File: config.mk
export PLATFORM = sky130hd
export DESIGN_NAME = mem_lsu
export DESIGN_NICKNAME = d
export VERILOG_FILES = /design/src/rtl/mem_lsu.sv
export SDC_FILE = /design/constraint.sdc
export NUM_CORES = 1
export LEC_CHECK = 0
export CAP_MARGIN = 20
export CELL_PAD_IN_SITES_DETAIL_PLACEMENT = 2
export CELL_PAD_IN_SITES_GLOBAL_PLACEMENT = 2
export CORE_MARGIN = 2
export CORE_UTILIZATION = 28
export DETAILED_ROUTE_END_ITERATION = 8
export PLACE_DENSITY = 0.86
export SETUP_SLACK_MARGIN = 0.15
export SLEW_MARGIN = 0
export SYNTH_ARGS = -nofsm -noshare
export SYNTH_HDL_FRONTEND = slang
export SYNTH_SLANG_ARGS = --single-unit
File: constraint.sdc
create_clock -name clk -period 6.29 [get_ports clk]
set_input_delay 0.9435 -clock clk [delete_from_list [all_inputs] [get_ports clk]]
set_output_delay 0.9435 -clock clk [all_outputs]
set_load 0.02 [all_outputs]
File: src/rtl/mem_lsu.sv
// Load/store unit for the MEM stage: turns LOAD/STORE into a single-outstanding
// data-memory access (IDLE -> BUSY -> DONE) and forwards non-memory ops with no added latency.
module mem_lsu #(
    parameter int unsigned TIMEOUT = 255
) (
    input  logic        clk,
    input  logic        rst,
    input  logic [4:0]  rd_addr_i,
    input  logic        wreg_i,
    input  logic [63:0] wdata_i,
    input  logic [63:0] store_data_i,
    input  logic [6:0]  opcode_i,
    input  logic [2:0]  funct3_i,
    output logic        mem_req_o,
    output logic        mem_we_o,
    output logic [63:0] mem_addr_o,
    output logic [63:0] mem_wdata_o,
    output logic [7:0]  mem_wstrb_o,
    input  logic        mem_ack_i,
    input  logic [63:0] mem_rdata_i,
    output logic [4:0]  rd_addr_o,
    output logic        wreg_o,
    output logic [63:0] wdata_o,
    output logic        stall_req_o,
    output logic        misalign_o,
    output logic        bus_err_o
);

    localparam logic [6:0] OPC_LOAD  = 7'b0000011;
    localparam logic [6:0] OPC_STORE = 7'b0100011;

    typedef enum logic [1:0] {
        ST_IDLE,
        ST_BUSY,
        ST_DONE
    } state_t;

    state_t      state_reg;
    logic [15:0] cnt_reg;
    logic [63:0] load_res_reg;
    logic        err_reg;

    // Access captured on IDLE->BUSY so the bus stays stable whatever upstream does.
    logic [63:0] addr_reg;
    logic        we_reg;
    logic [7:0]  wstrb_reg;
    logic [63:0] st_wdata_reg;
    logic [2:0]  f3_reg;
    logic [2:0]  off_reg;
    logic [4:0]  rd_reg;
    logic        wreg_reg;
    logic [63:0] wdata_reg;

    logic        is_load;
    logic        is_store;
    logic        is_mem_opc;
    logic        misaligned;
    logic        go_mem;
    logic [3:0]  nbytes;
    logic [3:0]  lane_lo;
    logic [3:0]  lane_hi;
    logic [7:0]  lane_strb;
    logic [63:0] st_wdata;
    logic [63:0] aligned_addr;
    logic [63:0] rdata_shifted;
    logic [63:0] load_ext;
    logic        timeout_hit;

    // Decode of the instruction sitting in EX/MEM
    assign is_mem_opc = (opcode_i == OPC_LOAD) || (opcode_i == OPC_STORE);
    assign is_load    = (opcode_i == OPC_LOAD) && (funct3_i != 3'b111);
    assign is_store   = (opcode_i == OPC_STORE) && !funct3_i[2];

    always_comb begin
        nbytes     = 4'd8;
        misaligned = 1'b0;
        case (funct3_i[1:0])
            2'b00: nbytes = 4'd1;
            2'b01: begin
                nbytes     = 4'd2;
                misaligned = wdata_i[0];
            end
            2'b10: begin
                nbytes     = 4'd4;
                misaligned = |wdata_i[1:0];
            end
            default: begin
                nbytes     = 4'd8;
                misaligned = |wdata_i[2:0];
            end
        endcase
    end

    assign go_mem       = (is_load || is_store) && !misaligned;
    assign aligned_addr = {wdata_i[63:3], 3'b000};
    assign st_wdata     = store_data_i << {wdata_i[2:0], 3'b000};
    assign lane_lo      = {1'b0, wdata_i[2:0]};
    assign lane_hi      = lane_lo + nbytes;

    // A lane is written when it falls inside [offset, offset + size).
    genvar gi;
    generate
        for (gi = 0; gi < 8; gi++) begin : g_lane
            localparam logic [3:0] LANE = 4'(gi);
            assign lane_strb[gi] = (LANE >= lane_lo) && (LANE < lane_hi);
        end
    endgenerate

    assign rdata_shifted = mem_rdata_i >> {off_reg, 3'b000};

    always_comb begin
        load_ext = rdata_shifted;
        case (f3_reg)
            3'b000:  load_ext = {{56{rdata_shifted[7]}},  rdata_shifted[7:0]};
            3'b001:  load_ext = {{48{rdata_shifted[15]}}, rdata_shifted[15:0]};
            3'b010:  load_ext = {{32{rdata_shifted[31]}}, rdata_shifted[31:0]};
            3'b100:  load_ext = {56'd0, rdata_shifted[7:0]};
            3'b101:  load_ext = {48'd0, rdata_shifted[15:0]};
            3'b110:  load_ext = {32'd0, rdata_shifted[31:0]};
            default: load_ext = rdata_shifted;
        endcase
    end

    // cnt_reg counts BUSY cycles already completed; this cycle would be number cnt_reg+1.
    assign timeout_hit = (32'(cnt_reg) + 32'd1) >= TIMEOUT;

    always_ff @(posedge clk) begin
        if (rst) begin
            state_reg    <= ST_IDLE;
            cnt_reg      <= 16'd0;
            load_res_reg <= 64'd0;
            err_reg      <= 1'b0;
            addr_reg     <= 64'd0;
            we_reg       <= 1'b0;
            wstrb_reg    <= 8'd0;
            st_wdata_reg <= 64'd0;
            f3_reg       <= 3'd0;
            off_reg      <= 3'd0;
            rd_reg       <= 5'd0;
            wreg_reg     <= 1'b0;
            wdata_reg    <= 64'd0;
        end else begin
            case (state_reg)
                ST_IDLE: begin
                    if (go_mem) begin
                        state_reg    <= ST_BUSY;
                        cnt_reg      <= 16'd0;
                        err_reg      <= 1'b0;
                        addr_reg     <= aligned_addr;
                        we_reg       <= is_store;
                        wstrb_reg    <= is_store ? lane_strb : 8'd0;
                        st_wdata_reg <= st_wdata;
                        f3_reg       <= funct3_i;
                        off_reg      <= wdata_i[2:0];
                        rd_reg       <= rd_addr_i;
                        wreg_reg     <= wreg_i;
                        wdata_reg    <= wdata_i;
                    end
                end
                ST_BUSY: begin
                    cnt_reg <= cnt_reg + 16'd1;
                    if (mem_ack_i) begin
                        state_reg <= ST_DONE;
                        if (!we_reg) begin
                            load_res_reg <= load_ext;
                        end
                    end else if (timeout_hit) begin
                        state_reg <= ST_DONE;
                        err_reg   <= 1'b1;
                    end
                end
                ST_DONE: begin
                    state_reg <= ST_IDLE;
                    err_reg   <= 1'b0;
                end
                default: state_reg <= ST_IDLE;
            endcase
        end
    end

    always_comb begin
        mem_req_o   = 1'b0;
        mem_we_o    = 1'b0;
        mem_wstrb_o = 8'd0;
        mem_addr_o  = aligned_addr;
        mem_wdata_o = st_wdata;
        stall_req_o = 1'b0;
        misalign_o  = 1'b0;
        bus_err_o   = 1'b0;
        rd_addr_o   = rd_addr_i;
        wreg_o      = wreg_i;
        wdata_o     = wdata_i;
        if (rst) begin
            wreg_o = 1'b0;
        end else begin
            case (state_reg)
                ST_IDLE: begin
                    if (is_load || is_store) begin
                        wreg_o = 1'b0;
                        if (misaligned) begin
                            misalign_o = 1'b1;
                        end else begin
                            stall_req_o = 1'b1;
                            mem_we_o    = is_store;
                            mem_wstrb_o = is_store ? lane_strb : 8'd0;
                        end
                    end else if (is_mem_opc) begin
                        // Unsupported size encodings retire as harmless no-ops.
                        wreg_o = 1'b0;
                    end
                end
                ST_BUSY: begin
                    mem_req_o   = 1'b1;
                    stall_req_o = 1'b1;
                    mem_we_o    = we_reg;
                    mem_wstrb_o = wstrb_reg;
                    mem_addr_o  = addr_reg;
                    mem_wdata_o = st_wdata_reg;
                    rd_addr_o   = rd_reg;
                    wreg_o      = 1'b0;
                    wdata_o     = wdata_reg;
                end
                ST_DONE: begin
                    mem_addr_o  = addr_reg;
                    mem_wdata_o = st_wdata_reg;
                    bus_err_o   = err_reg;
                    rd_addr_o   = rd_reg;
                    if (err_reg || we_reg) begin
                        wreg_o  = 1'b0;
                        wdata_o = wdata_reg;
                    end else begin
                        wreg_o  = wreg_reg;
                        wdata_o = load_res_reg;
                    end
                end
                default: wreg_o = 1'b0;
            endcase
        end
    end

endmodule

==> flow_summary.toml <==
[worst_setup_path]
crit_cells = 9
critPathTopFamily = "buffers and inverters"
cp_data_arrival_time_ps = 4100
ff2ff_path_depth = 8
end_kind = "output port"
cp_max_fo = 7
reg2reg_slack_ps = 2950
crit_chain = "clkdlybuf4s50_1 -> nor2b_1 -> ha_1 -> a211oi_1 -> xor2_1 -> o2bb2ai_1 -> or3b_2 -> a21oi_1 -> clkdlybuf4s50_1"
crit_path_start_kind = "input pin"
worstPathRequired_ps = 5350
crit_start = "funct3_i[0]"
cp_num_buf_inv = 2
cpMaxStageDelayCell = "clkdlybuf4s50_1"
crit-reg2reg-capture = "load_res_reg[19]$_SDFFE_PP0P_"
critPathMaxStageDelay_ps = 640
critPathKind = "in -> out"
crit_path_end = "mem_wstrb_o[3]"
r2r-start = "state_reg[1]$_SDFFE_PP0P_"
cpMostUsedCell = "clkdlybuf4s50_1"

[routing]
firstDrtPassIters = 5
wire_per_inst_um = 23.4
vias_per_cell = 5.43
finalWirelength_mm = 73.4
route.detailed.drc = 0
drtAntennaViolNets = 0
drt_iter0_drc = 798
vias = 17008

[logic_synthesis]
ys_seq_area_share_pct = 31.2
syn-mean-instance-area_um2 = 6.91
ys.flop_type = "dfxtp_1"
synth_area_um2 = 14700
syn_inst = 2129
synth_edf_count = 0
synth_cell_types = 73
synth-async-reset-ratio_pct = 0
ys_ff_latch = 229
synth_warnings = 0

[clock_tree]
postCtsSetupBuffers = 0
cts_hold_buf = 0
clk_pin_slew_worst_paths_ps = 50
clock-root-buffer = "clkbuf_16"
cts_tree = "built"
numCtsBuffers = 30
cts_resized = 0
numClockSinks = 229
cts_buffer_depth = 3
clk_latency_ps = 590
htreeDepth = 1

[grt]
gr-usage-all-layers_pct = 25.9
grt_remaining_overflow = 0
grt_pass1_vias = 18227
antenna_found_initial = 20
grt_first_pass_wirelength_mm = 110
grt_start_max_net_pins = 114

[placement]
gp_congestion = 0.853
hpwl_mm = 53.5
dp_cells = 3068
placed_area_um2 = 19200
place.port_buffers = 418

[floorplan]
placementRows = 83
die_h_um = 233
core_area_um2 = 51600
die_x_um = 233
dieArea_um2 = 54400
num_io_pins = 422
initial_utilization_pct = 28.5

[power_and_ir_drop]
total_power_uw = 4000
power_density_nw_per_um2 = 198
ir_worst_vdd_mv = 0.176
p_leak_uw = 0.00731

[cells_and_area]
drive_gt1_share_pct = 6.23
layout.nets = 2640
instances_no_fill = 3135
design_area_um2 = 20300
area_delta_synth_final_pct = 37.7

[worst_hold_path]
hold_class = "reg -> reg"

[timing]
skew_ps = 17.8
finalMaxSlewViolations = 0
post-route-period-util_pct = 80.1
worst_slew_pin_slew_ps = 1110
min_period_ps = 5040
fin_tns_setup_ps = 0
hold_viol_final = 0
setup_violations = 0
fmaxAchievable_ghz = 0.198
max_slew_margin_pct = 25.6
whs_ps = 451
rsz0062_at_grt = "no"

[outcome]
status = "complete, no violations"

[flow_run]
maxCapViolations = 0
cell type report:
cell class / count / area (µm²)
Timing Repair Buffer: 443 / 4430
Sequential cell: 229 / 4590
Fill cell: 5930 / 31400
Clock buffer: 38 / 832
Inverter: 21 / 78.8
Multi-Input combinational cell: 1695 / 9300
Antenna cell: 16 / 40.0
Clock inverter: 13 / 139
Tap cell: 680 / 851
worst min path at each step:
stage                                        from  slack (ps)  depth (start not counted)                            end
global route        st_wdata_reg[62]$_SDFFE_PP0P_         480                          2  st_wdata_reg[62]$_SDFFE_PP0P_
detailed placement  st_wdata_reg[63]$_SDFFE_PP0P_         450                          2  st_wdata_reg[63]$_SDFFE_PP0P_
floorplan           st_wdata_reg[56]$_SDFFE_PP0P_         430                          2  st_wdata_reg[56]$_SDFFE_PP0P_
global placement    st_wdata_reg[61]$_SDFFE_PP0P_         440                          2  st_wdata_reg[61]$_SDFFE_PP0P_
CTS                 st_wdata_reg[63]$_SDFFE_PP0P_         460                          2  st_wdata_reg[63]$_SDFFE_PP0P_
finish              st_wdata_reg[63]$_SDFFE_PP0P_         450                          2  st_wdata_reg[63]$_SDFFE_PP0P_
synth_stat cells (6+ instances only):
cell type	number	share of area [%]
a22oi_1	61	3.1
nand2_1	583	15
dfxtp_1	229	31
or3_1	10	0.43
xnor2_1	6	0.36
ha_1	8	0.68
buf_4	7	0.36
a21oi_1	271	9.2
mux4_2	6	0.92
nand3_1	31	1.1
mux2i_1	119	8.1
nor2b_1	13	0.55
o22ai_1	16	0.68
a311oi_1	9	0.54
o31ai_1	11	0.56
o2bb2ai_1	15	0.89
o21ai_0	178	6.1
clkbuf_1	112	2.9
nor3_1	19	0.65
buf_1	13	0.33
nand2b_1	28	1.2
nor2_1	169	4.3
a211oi_1	25	1.3
mux2_2	41	3.1
buf_2	53	1.8
inv_1	20	0.51
tightest hold or removal path: stages, from the launching register on:
cell	delay, ps
dfxtp_1	300
nand2_1	50
a21oi_1	50
kinds of logic after synthesis:
family | Yosys count | share of synthesized area (%)
AO/OA/AOI/OAI | 619 | 24.2
XOR/XNOR | 8 | 0.476
adder cells (fa/ha/maj) | 9 | 0.817
buffers and inverters | 207 | 5.92
flip-flops | 229 | 31.2
multiplexers | 166 | 12.2
other | 1 | 0.0255
AND/OR/NAND/NOR | 890 | 25.2
where the power goes:
part | internal, µW | leakage [µW] | switching (µW)
clock network | 1010 | 0.000461 | 723
logic | 358 | 0.00500 | 454
registers | 1450 | 0.00184 | 2.79
total | 2820 | 0.00731 | 1180
layout by cell type, fill, tap and decap left out, drive strengths merged, types with 16 or more instances in the layout:
master,n
mux2,41
clkdlybuf4s50,414
nand3,31
inv,20
a21oi,272
nand2,583
o21ai,180
nor3,21
a211oi,25
mux2i,119
clkbuf,38
diode,16
a22oi,61
o22ai,16
nand2b,28
dfxtp,229
nor2,171
buf,29
routing by layer:
| metal | track usage, % | up-vias | share of wire (%) | wire length (µm) |
|---|---|---|---|---|
| met5 | 0 | - | 0.14 | 100 |
| met4 | 12.0 | 14 | 4.5 | 3300 |
| met2 | 42.8 | 464 | 47 | 34800 |
| met3 | 3.56 | 163 | 4.5 | 3300 |
| li1 | - | 7923 | - | - |
| met1 | 33.3 | 8444 | 43 | 31900 |
metrics by stage:
| stage | setup slack [ps] | utilization [%] |
|---|---|---|
| floorplan | 2530 | - |
| CTS | 1210 | 39.2 |
| global route | 1000 | 39.2 |
| global placement | 1200 | 37.3 |
| finish | 1250 | 39.2 |
| detailed placement | 1210 | 37.3 |
Note: power is estimated with default switching activity, not from simulation.
